[config.mk]
export PLATFORM = sky130hd
export DESIGN_NAME = predecode_queue_flat
export DESIGN_NICKNAME = d
export VERILOG_FILES = /design/src/rtl/predecode_queue_if.sv /design/src/rtl/predecode_queue.sv /design/src/flat_wrapper.sv
export SDC_FILE = /design/constraint.sdc
export NUM_CORES = 1
export LEC_CHECK = 0
export BUFFER_PORTS_ARGS = -buffer_cell sky130_fd_sc_hd__buf_2
export CORE_AREA = 2 2 236 238
export DETAILED_ROUTE_END_ITERATION = 10
export DIE_AREA = 0 0 238 240
export PLACE_DENSITY_LB_ADDON = 0.25
export SYNTH_ARGS = -nofsm -noshare
export SYNTH_HDL_FRONTEND = slang
export SYNTH_SLANG_ARGS = --single-unit
[constraint.sdc]
create_clock -name clk -period 7 [get_ports clk]
set_clock_uncertainty 0.1 [all_clocks]
set_input_delay 0.35 -clock clk [delete_from_list [all_inputs] [get_ports clk]]
set_output_delay 0.35 -clock clk [all_outputs]
set_load 0.02 [all_outputs]
[src/rtl/predecode_queue_if.sv]
// predecode_queue_if: push (fetch) and pop (issue) lanes of the predecode queue
interface predecode_queue_if #(parameter int LANES = 2);
    logic [LANES-1:0]   in_valid;
    logic [32*LANES-1:0] in_instr;
    logic [32*LANES-1:0] in_pc;
    logic               in_ready;
    logic [LANES-1:0]   out_valid;
    logic [LANES-1:0]   out_ready;
    logic [32*LANES-1:0] out_instr;
    logic [32*LANES-1:0] out_pc;
    logic [3*LANES-1:0] out_branch_type;
    logic [LANES-1:0]   out_is_branch;
    logic [LANES-1:0]   out_is_link;
    logic [LANES-1:0]   out_is_hilo;
    modport master (
        output in_valid, in_instr, in_pc, out_ready,
        input  in_ready, out_valid, out_instr, out_pc, out_branch_type,
               out_is_branch, out_is_link, out_is_hilo
    );
    modport slave (
        input  in_valid, in_instr, in_pc, out_ready,
        output in_ready, out_valid, out_instr, out_pc, out_branch_type,
               out_is_branch, out_is_link, out_is_hilo
    );
endinterface

[src/rtl/predecode_queue.sv]
// predecode_queue: multi-lane in-order instruction buffer with predecode on entry; PREDECODE_QUEUE_BYPASS_EN enables same-cycle empty-queue bypass
`ifndef B_INVA
`define B_INVA 3'd0
`define B_EQNE 3'd1
`define B_LTGE 3'd2
`define B_JUMP 3'd3
`define B_JREG 3'd4
`endif
module predecode_queue #(
    parameter int DEPTH = 8,
    parameter int LANES = 2
) (
    input  logic                         clk,
    input  logic                         rst,
    input  logic                         flush,
    predecode_queue_if.slave             q,
    output logic [$clog2(DEPTH+1)-1:0]   occupancy
);
    localparam int PW = $clog2(DEPTH);
    localparam int CW = $clog2(DEPTH+1);
    typedef struct packed {
        logic [2:0] btype;
        logic       br;
        logic       link;
        logic       hilo;
    } pd_t;
    function automatic pd_t predecode(input logic [31:0] w);
        pd_t p;
        logic [5:0] op;
        logic [4:0] rt;
        logic [5:0] fn;
        op = w[31:26];
        rt = w[20:16];
        fn = w[5:0];
        p.btype = (op[5:2] == 4'b0001) ? `B_EQNE :
                  (op == 6'b000001 && rt[3:1] == 3'b000) ? `B_LTGE :
                  (op[5:1] == 5'b00001) ? `B_JUMP :
                  (op == 6'd0 && fn[5:1] == 5'b00100) ? `B_JREG : `B_INVA;
        p.br   = p.btype != `B_INVA;
        p.link = (p.btype == `B_LTGE) ? rt[4] :
                 (p.btype == `B_JUMP) ? op[0] :
                 (p.btype == `B_JREG) ? fn[0] : 1'b0;
        p.hilo = (op == 6'd0 && (fn[5:2] == 4'b0100 || fn[5:2] == 4'b0110)) ||
                 (op == 6'b011100 && fn[5:3] == 3'b000 && fn[2:0] inside {3'd0, 3'd1, 3'd2, 3'd4, 3'd5});
        return p;
    endfunction
    logic [31:0]       instr_mem [DEPTH];
    logic [31:0]       pc_mem    [DEPTH];
    pd_t               pd_mem    [DEPTH];
    logic [PW-1:0]     rd_ptr, wr_ptr;
    logic              in_rdy, byp;
    logic [CW-1:0]     pushes, pops, skip;
    logic [LANES-1:0]  ov, wen;
    logic [PW-1:0]     waddr [LANES];
    pd_t               in_pd [LANES];
    logic [32*LANES-1:0] o_instr, o_pc;
    logic [3*LANES-1:0]  o_type;
    logic [LANES-1:0]    o_br, o_link, o_hilo;
    // admission, lane selection (storage or bypass), pop/push counts and write slots
    always_comb begin
        in_rdy = !rst && !flush && (CW'(DEPTH) - occupancy >= CW'(LANES));
`ifdef PREDECODE_QUEUE_BYPASS_EN
        byp = !rst && !flush && occupancy == '0;
`else
        byp = 1'b0;
`endif
        pushes = '0;
        pops = '0;
        o_instr = '0;
        o_pc = '0;
        o_type = '0;
        o_br = '0;
        o_link = '0;
        o_hilo = '0;
        ov = '0;
        for (int i = 0; i < LANES; i++) begin
            in_pd[i] = predecode(q.in_instr[32*i +: 32]);
            ov[i] = byp ? (q.in_valid[i] & in_rdy) : ((occupancy > CW'(i)) & !flush & !rst);
            o_instr[32*i +: 32] = byp ? q.in_instr[32*i +: 32] : instr_mem[rd_ptr + PW'(i)];
            o_pc[32*i +: 32]    = byp ? q.in_pc[32*i +: 32] : pc_mem[rd_ptr + PW'(i)];
            {o_type[3*i +: 3], o_br[i], o_link[i], o_hilo[i]} = byp ? in_pd[i] : pd_mem[rd_ptr + PW'(i)];
            pushes = pushes + CW'(q.in_valid[i] & in_rdy);
            pops = pops + CW'(ov[i] & q.out_ready[i]);
        end
        skip = byp ? pops : '0;
        for (int i = 0; i < LANES; i++) begin
            wen[i] = q.in_valid[i] & in_rdy & (CW'(i) >= skip);
            waddr[i] = wr_ptr + PW'(CW'(i) - skip);
        end
    end
    assign q.in_ready        = in_rdy;
    assign q.out_valid       = ov;
    assign q.out_instr       = o_instr;
    assign q.out_pc          = o_pc;
    assign q.out_branch_type = o_type;
    assign q.out_is_branch   = o_br;
    assign q.out_is_link     = o_link;
    assign q.out_is_hilo     = o_hilo;
    // pointers and count; reset and flush both clear them, storage stays stale
    always_ff @(posedge clk) begin
        if (rst || flush) begin
            rd_ptr    <= '0;
            wr_ptr    <= '0;
            occupancy <= '0;
        end else begin
            rd_ptr    <= rd_ptr + PW'(pops - skip);
            wr_ptr    <= wr_ptr + PW'(pushes - skip);
            occupancy <= occupancy + pushes - pops;
        end
    end
    // write accepted, not-bypassed lanes with their predecode into consecutive slots
    always_ff @(posedge clk) begin
        for (int i = 0; i < LANES; i++) begin
            if (wen[i]) begin
                instr_mem[waddr[i]] <= q.in_instr[32*i +: 32];
                pc_mem[waddr[i]]    <= q.in_pc[32*i +: 32];
                pd_mem[waddr[i]]    <= in_pd[i];
            end
        end
    end
endmodule

[src/flat_wrapper.sv]
// flat-port wrapper written by rule: the top's interface ports become plain ports
module predecode_queue_flat 
#(
    parameter int DEPTH = 8,
    parameter int LANES = 2
)
  (clk, rst, flush, occupancy, q_in_valid, q_in_instr, q_in_pc, q_out_ready, q_in_ready, q_out_valid, q_out_instr, q_out_pc, q_out_branch_type, q_out_is_branch, q_out_is_link, q_out_is_hilo);
  predecode_queue_if #(.LANES(LANES)) q_i ();
  input  logic clk;
  input  logic rst;
  input  logic flush;
  output logic [$clog2(DEPTH+1)-1:0] occupancy;
  input wire logic [$bits(q_i.in_valid)-1:0] q_in_valid;
  input wire logic [$bits(q_i.in_instr)-1:0] q_in_instr;
  input wire logic [$bits(q_i.in_pc)-1:0] q_in_pc;
  input wire logic [$bits(q_i.out_ready)-1:0] q_out_ready;
  output wire logic [$bits(q_i.in_ready)-1:0] q_in_ready;
  output wire logic [$bits(q_i.out_valid)-1:0] q_out_valid;
  output wire logic [$bits(q_i.out_instr)-1:0] q_out_instr;
  output wire logic [$bits(q_i.out_pc)-1:0] q_out_pc;
  output wire logic [$bits(q_i.out_branch_type)-1:0] q_out_branch_type;
  output wire logic [$bits(q_i.out_is_branch)-1:0] q_out_is_branch;
  output wire logic [$bits(q_i.out_is_link)-1:0] q_out_is_link;
  output wire logic [$bits(q_i.out_is_hilo)-1:0] q_out_is_hilo;
  assign q_i.in_valid = q_in_valid;
  assign q_i.in_instr = q_in_instr;
  assign q_i.in_pc = q_in_pc;
  assign q_i.out_ready = q_out_ready;
  assign q_in_ready = q_i.in_ready;
  assign q_out_valid = q_i.out_valid;
  assign q_out_instr = q_i.out_instr;
  assign q_out_pc = q_i.out_pc;
  assign q_out_branch_type = q_i.out_branch_type;
  assign q_out_is_branch = q_i.out_is_branch;
  assign q_out_is_link = q_i.out_is_link;
  assign q_out_is_hilo = q_i.out_is_hilo;
  predecode_queue #(.DEPTH(DEPTH), .LANES(LANES)) u_core (.clk(clk), .rst(rst), .flush(flush), .q(q_i), .occupancy(occupancy));
endmodule
## Yosys cells after proc, flatten, opt, wreduce, memory -nomap -nowiden

Memory sizes are Yosys's and may differ from the RTL's. A register that Yosys moved wholly into a read port is not among the register bits.
Index checks and enable logic that the tools add are counted.

| cells by class | value |
|---|---|
| $add $sub $neg | 9 |
| $lt $le $gt $ge | 3 |
| equality and inequality tests | 28 |
| muxes and demuxes | 21 |
| bitwise gates (word level) | 10 |
| reduce and logical (&&, ||, !) cells | 31 |

Operators with widths:

| kind | count |
|---|---|
| 3-bit 2-to-1 mux | 11 |
| 3-bit by 2-bit == test with 1-bit output (second input constant) | 6 |
| 3-bit == test (second input constant) | 6 |
| 3-bit logical NOT | 6 |
| 4-bit by 3-bit == test with 1-bit output (second input constant) | 4 |
| 4-bit adder | 3 |
| 6-bit by 1-bit == test with 1-bit output (second input constant) | 2 |
| 6-bit by 5-bit == test with 1-bit output (second input constant) | 2 |
| 1-bit logical AND | 12 |
| 6-bit logical NOT | 2 |
| 1-bit AND | 10 |
| 5-bit by 1-bit == test with 1-bit output (second input constant) | 2 |
| 5-bit by 3-bit == test with 1-bit output (second input constant) | 2 |
| 1-bit 2-to-1 mux | 10 |
| 5-bit nonzero test | 2 |
| 4-bit by 1-bit == test with 1-bit output (second input constant) | 2 |
| 4-bit by 1-bit greater-than comparator with 1-bit output (second input constant) | 2 |
| 3-bit by 1-bit adder with 3-bit output (second input constant) | 2 |
| 3-bit adder | 2 |
| 3-bit by 1-bit == test with 1-bit output (second input constant) | 2 |
| 3-bit nonzero test | 2 |
| 1-bit logical OR | 5 |
| 4-bit by 2-bit >= comparator with 1-bit output (second input constant) | 1 |
| 4-bit subtractor | 1 |
| other kinds (2) | 3 |

| storage, ports and cells | value |
|---|---|
| register bits after elaboration | 10 |
| memory bits (writable) | 560 |
| input bits | 135 |
| output and inout port bits | 147 |
| word-level logic and storage cells | 108 |
| memories kept | 3 |

Memories:

| name | depth | width | read ports | clocked after memory_dff | write ports | RTL line | RTL |
|---|---|---|---|---|---|---|---|
| u_core.instr_mem | 8 | 32 | 2 | 1 | 2 | predecode_queue.sv:47 | `logic [31:0] instr_mem [DEPTH];` |
| u_core.pc_mem | 8 | 32 | 2 | 1 | 2 | predecode_queue.sv:48 | `logic [31:0] pc_mem [DEPTH];` |
| u_core.pd_mem | 8 | 6 | 2 | 1 | 2 | predecode_queue.sv:49 | `pd_t pd_mem [DEPTH];` |

## Depth between registers and ports, before layout

| logic depth | value |
|---|---|
| depth in word-level cells | 10 |
| depth in mapped cells | 14 |
| gate-level depth less buffers | 14 |

## Least setup slack after synthesis

Ideal clock, no wire load.

| path | value |
|---|---|
| kind | reg-to-reg |
| from | register u_core.occupancy[1] |
| to | memory u_core.instr_mem[7][0] (enable) |
| setup time | 513 ps |
| arrival | 5106 ps |
| data required time | 6387 ps |
| path slack | 1282 ps |
| cell stages (with the launch flop) | 7 |
| buffers on the path | 0 |
| clock period less this slack | 5718 ps |
| path through | dfxtp_1 > inv_1 > ha_1 > xor2_1 > a41oi_1 > nand2_1 > o21bai_1 |

RTL lines:

| what | RTL line | RTL |
|---|---|---|
| start: declaration | predecode_queue.sv:17 | `output logic [$clog2(DEPTH+1)-1:0] occupancy` |
| start signal: assignment | predecode_queue.sv:108 | `occupancy <= occupancy + pushes - pops;` |
| end: declaration | predecode_queue.sv:47 |  |

## Worst setup path after layout

| path | value |
|---|---|
| from | register u_core.rd_ptr[0] |
| to | output port q_out_instr[63] |

| on the way | value |
|---|---|
| longest elaborated chain between the ends | 2 |

Ends and longest elaborated chain:

| what | RTL line | RTL |
|---|---|---|
| start: declaration | predecode_queue.sv:50 | `logic [PW-1:0] rd_ptr, wr_ptr;` |
| start signal: assignment | predecode_queue.sv:106 | `rd_ptr <= rd_ptr + PW'(pops - skip);` |
| 3-bit by 1-bit adder with 3-bit output | predecode_queue.sv:79 | `o_instr[32*i +: 32] = byp ? q.in_instr[32*i +: 32] : instr_mem[rd_ptr + PW'(i)];` |
| memory read 8 x 32 bit | - |  |
| end: declaration | flat_wrapper.sv:19 | `output wire logic [$bits(q_i.out_instr)-1:0] q_out_instr;` |

No other way between the ends.

==> flow_metrics.tcl <==
set metrics [dict create \
    status "finished, final reports clean" \
    dp_hpwl_mm 49.82 \
    slew_violations 0 \
    gr-usage-all-layers 0.3170 \
    tightest_slew_ns 1.133 \
    synth_flop_cell "edfxtp_1" \
    num_vias 20257 \
    placed_cells 2706 \
    grt_pass1_vias 21381 \
    finalSetupViolations 0 \
    ys_seq_area_frac 0.5152 \
    synth_warnings 0 \
    cp-start-kind "flop" \
    leakage_uw 0.01278 \
    worstPathRequired_ns 6.55 \
    initial_core_util 0.6042 \
    ys_types 56 \
    maxCapViolCount 0 \
    synth_edf_count 560 \
    maxSlewHeadroom 0.2443 \
    gp_congestion 0.8371 \
    crit_fanout 58 \
    worstSetupPathType "flop to output port" \
    yosysTopAreaCellShare 0.5092 \
    wirelength_mm 89.57 \
    reg2reg_slack_ns 2.80 \
    viasPerCell 6.862 \
    synth.largest_area_cell "edfxtp_1" \
    cts_sinks 570 \
    die_y_um 240 \
    root_buffer "clkbuf_16" \
    final_cells 2952 \
    vdd_drop_max_uv 193.5 \
    crit_chain "ha_4 > buf_4 > mux4_2 > mux2_2 > buf_2" \
    crit_family "buffers and inverters" \
    dr.pass1.iters 5 \
    critPathCaptureType "output port" \
    p_per_area_nw_per_um2 217.1 \
    synth_area_um2 33030 \
    grt_overflow 0 \
    slowest_stage "dfxtp_4" \
    slowest_delay_ns 0.96 \
    async_reset_ff_frac 0 \
    post-route-min-period_ns 4.784 \
    fmax_mhz 209.0 \
    multiInputGateArea_um2 15310 \
    synth.area.top_cells "edfxtp_1, mux4_2, mux2_1, mux2_2, mux2i_1" \
    first_iter_violations 1851 \
    crit_buf_inv 2 \
    htreeDepth 2 \
    die_w_um 238 \
    regArea_um2 17030 \
    cts_buffers 61 \
    rows 86 \
    io_pins 282 \
    path_clk_slew_ns 0.06 \
    fillCellCount 3502 \
    postRouteAntennaNets 0 \
    hold_path.class "input pin to flop" \
    clockBufferDepth 3 \
    synthesis.nets 2015 \
    wl_per_cell_um 30.34 \
    rsz0062_at_grt "no" \
    tns_ns 0 \
    synth_seq_cells 570 \
    cts_tree "built" \
    finalCritPeriodShare 0.6834 \
    syn-instance-count 1860 \
    critPathArrivalTime_ns 4.33 \
    core_area_um2 54660 \
    drc 0 \
    port_buffers 281 \
    area_delta_synth_final_pct 16.27 \
    antenna_found_initial 20 \
    final_layout_size_suffix_gt1_frac 0.3844 \
    grt_max_degree 112 \
    cts_resized 0 \
    hold_viol 0 \
    clock_latency_ns 0.63 \
    dieArea_um2 57120 \
    nets 2342 \
    syn_avg_cell_area_um2 17.76 \
    grt_pass1_wl_mm 134.4 \
]
==> cell usage after synthesis, drive strengths merged, types with 5 or more instances <==
| library cell | count |
|---|---|
| mux2 | 652 |
| edfxtp | 560 |
| mux4 | 280 |
| buf | 105 |
| clkbuf | 66 |
| mux2i | 48 |
| ha | 16 |
| inv | 14 |
| nor2 | 13 |
| dfxtp | 10 |
| and2 | 8 |
| o21ai | 8 |
| nand3 | 6 |
| o21bai | 6 |
| and4 | 5 |
| xor2 | 5 |
==> cell type report <==
type	count	area share
multi-input combinational	1105	0.3986
tap	704	0.02294
clock buffer	68	0.04099
clock inverter	48	0.01678
sequential	570	0.4434
timing repair buffer	435	0.07533
inverter	14	0.001369
antenna	8	0.0005213
==> final timing paths <==
path                                     startpoint              endpoint  cells after the start
worst min-delay path                    q_in_pc[19]  u_core.pc_mem[6][19]                      2
worst max-delay path               u_core.rd_ptr[0]       q_out_instr[63]                      5
worst min register to register     u_core.wr_ptr[2]      u_core.wr_ptr[2]                      2
worst max register to register  u_core.occupancy[2]  u_core.pc_mem[2][27]                      6
==> where the power goes <==
group          total [uW]  internal [uW]  switching [uW]
sequential           3850           3820            34.4
combinational         915            419             496
clock                3570           2170            1400
total                8340           6410            1930
==> metal layers <==
layer / part of all wire / vias to the layer above / routed length, um / track usage
met3: 0.084 / 217 / 7546 / 0.06946
met4: 0.033 / 28 / 2921 / 0.1047
met5: 0.0019 / - / 174 / 0
met1: 0.38 / 10607 / 34210 / 0.4111
met2: 0.50 / 978 / 44720 / 0.5362
li1: - / 8427 / - / -
==> sequential cells by signal (all words and copies together) (netlist names) <==
name,cells
u_core.instr_mem,256
u_core.pc_mem,256
u_core.pd_mem,48
u_core.occupancy,4
u_core.rd_ptr,3
u_core.wr_ptr,3
==> layout by cell type, fill, tap and decap left out, types with 10 or more instances in the layout <==
cell type and instances:
inv_1 14, clkbuf_16 62, mux2_1 512, edfxtp_1 560
bufinv_16 15, ha_1 15, dlygate4sd3_1 122, mux2i_1 48
clkinv_1 10, buf_2 281, mux2_2 140, mux4_2 280
nor2_1 13, clkinv_2 16, buf_4 30
==> through the flow <==
stage	hold slack (ns)	setup WS, ns	utilization	instance area (um2)	total power, uW
2_1_floorplan	0.4509	1.282	-	33030	4468
3_3_place_gp	0.5040	2.908	0.6392	34940	4743
3_5_place_dp	0.5254	2.876	0.6392	34940	4769
4_1_cts	0.0002948	2.194	0.7021	38380	8360
5_1_grt	0.01886	2.052	0.7024	38390	8561
6_report	0.02724	2.216	0.7025	38400	8338
==> worst register-to-register path, cell delays in order, from the launching register on <==
cell and delay (ns):
dfxtp_1 0.35, or4_1 0.58, nand4_2 0.31, and4_4 0.83, buf_4 0.82, mux2_1 0.40
dlygate4sd3_1 0.56
==> cells by family (layout without fill, tap and decap cells) <==
group / after synthesis / in the layout / share of synthesized area
xor+xnor: 8 / 8 / 0.002122
mux: 980 / 980 / 0.4278
compound gates: 27 / 27 / 0.005569
flops: 570 / 570 / 0.5152
other cells: 0 / 8 / 0
fa+ha+maj: 20 / 20 / 0.008486
buf+inv: 185 / 565 / 0.02678
simple gates: 70 / 70 / 0.01402
==> what timing repair did <==
item / CTS / global route
buffers inserted: 0 / 0
endpoints found under the hold margin: 287 / 0
hold buffers: 122 / 0
Power figures use the tool's default switching activity.
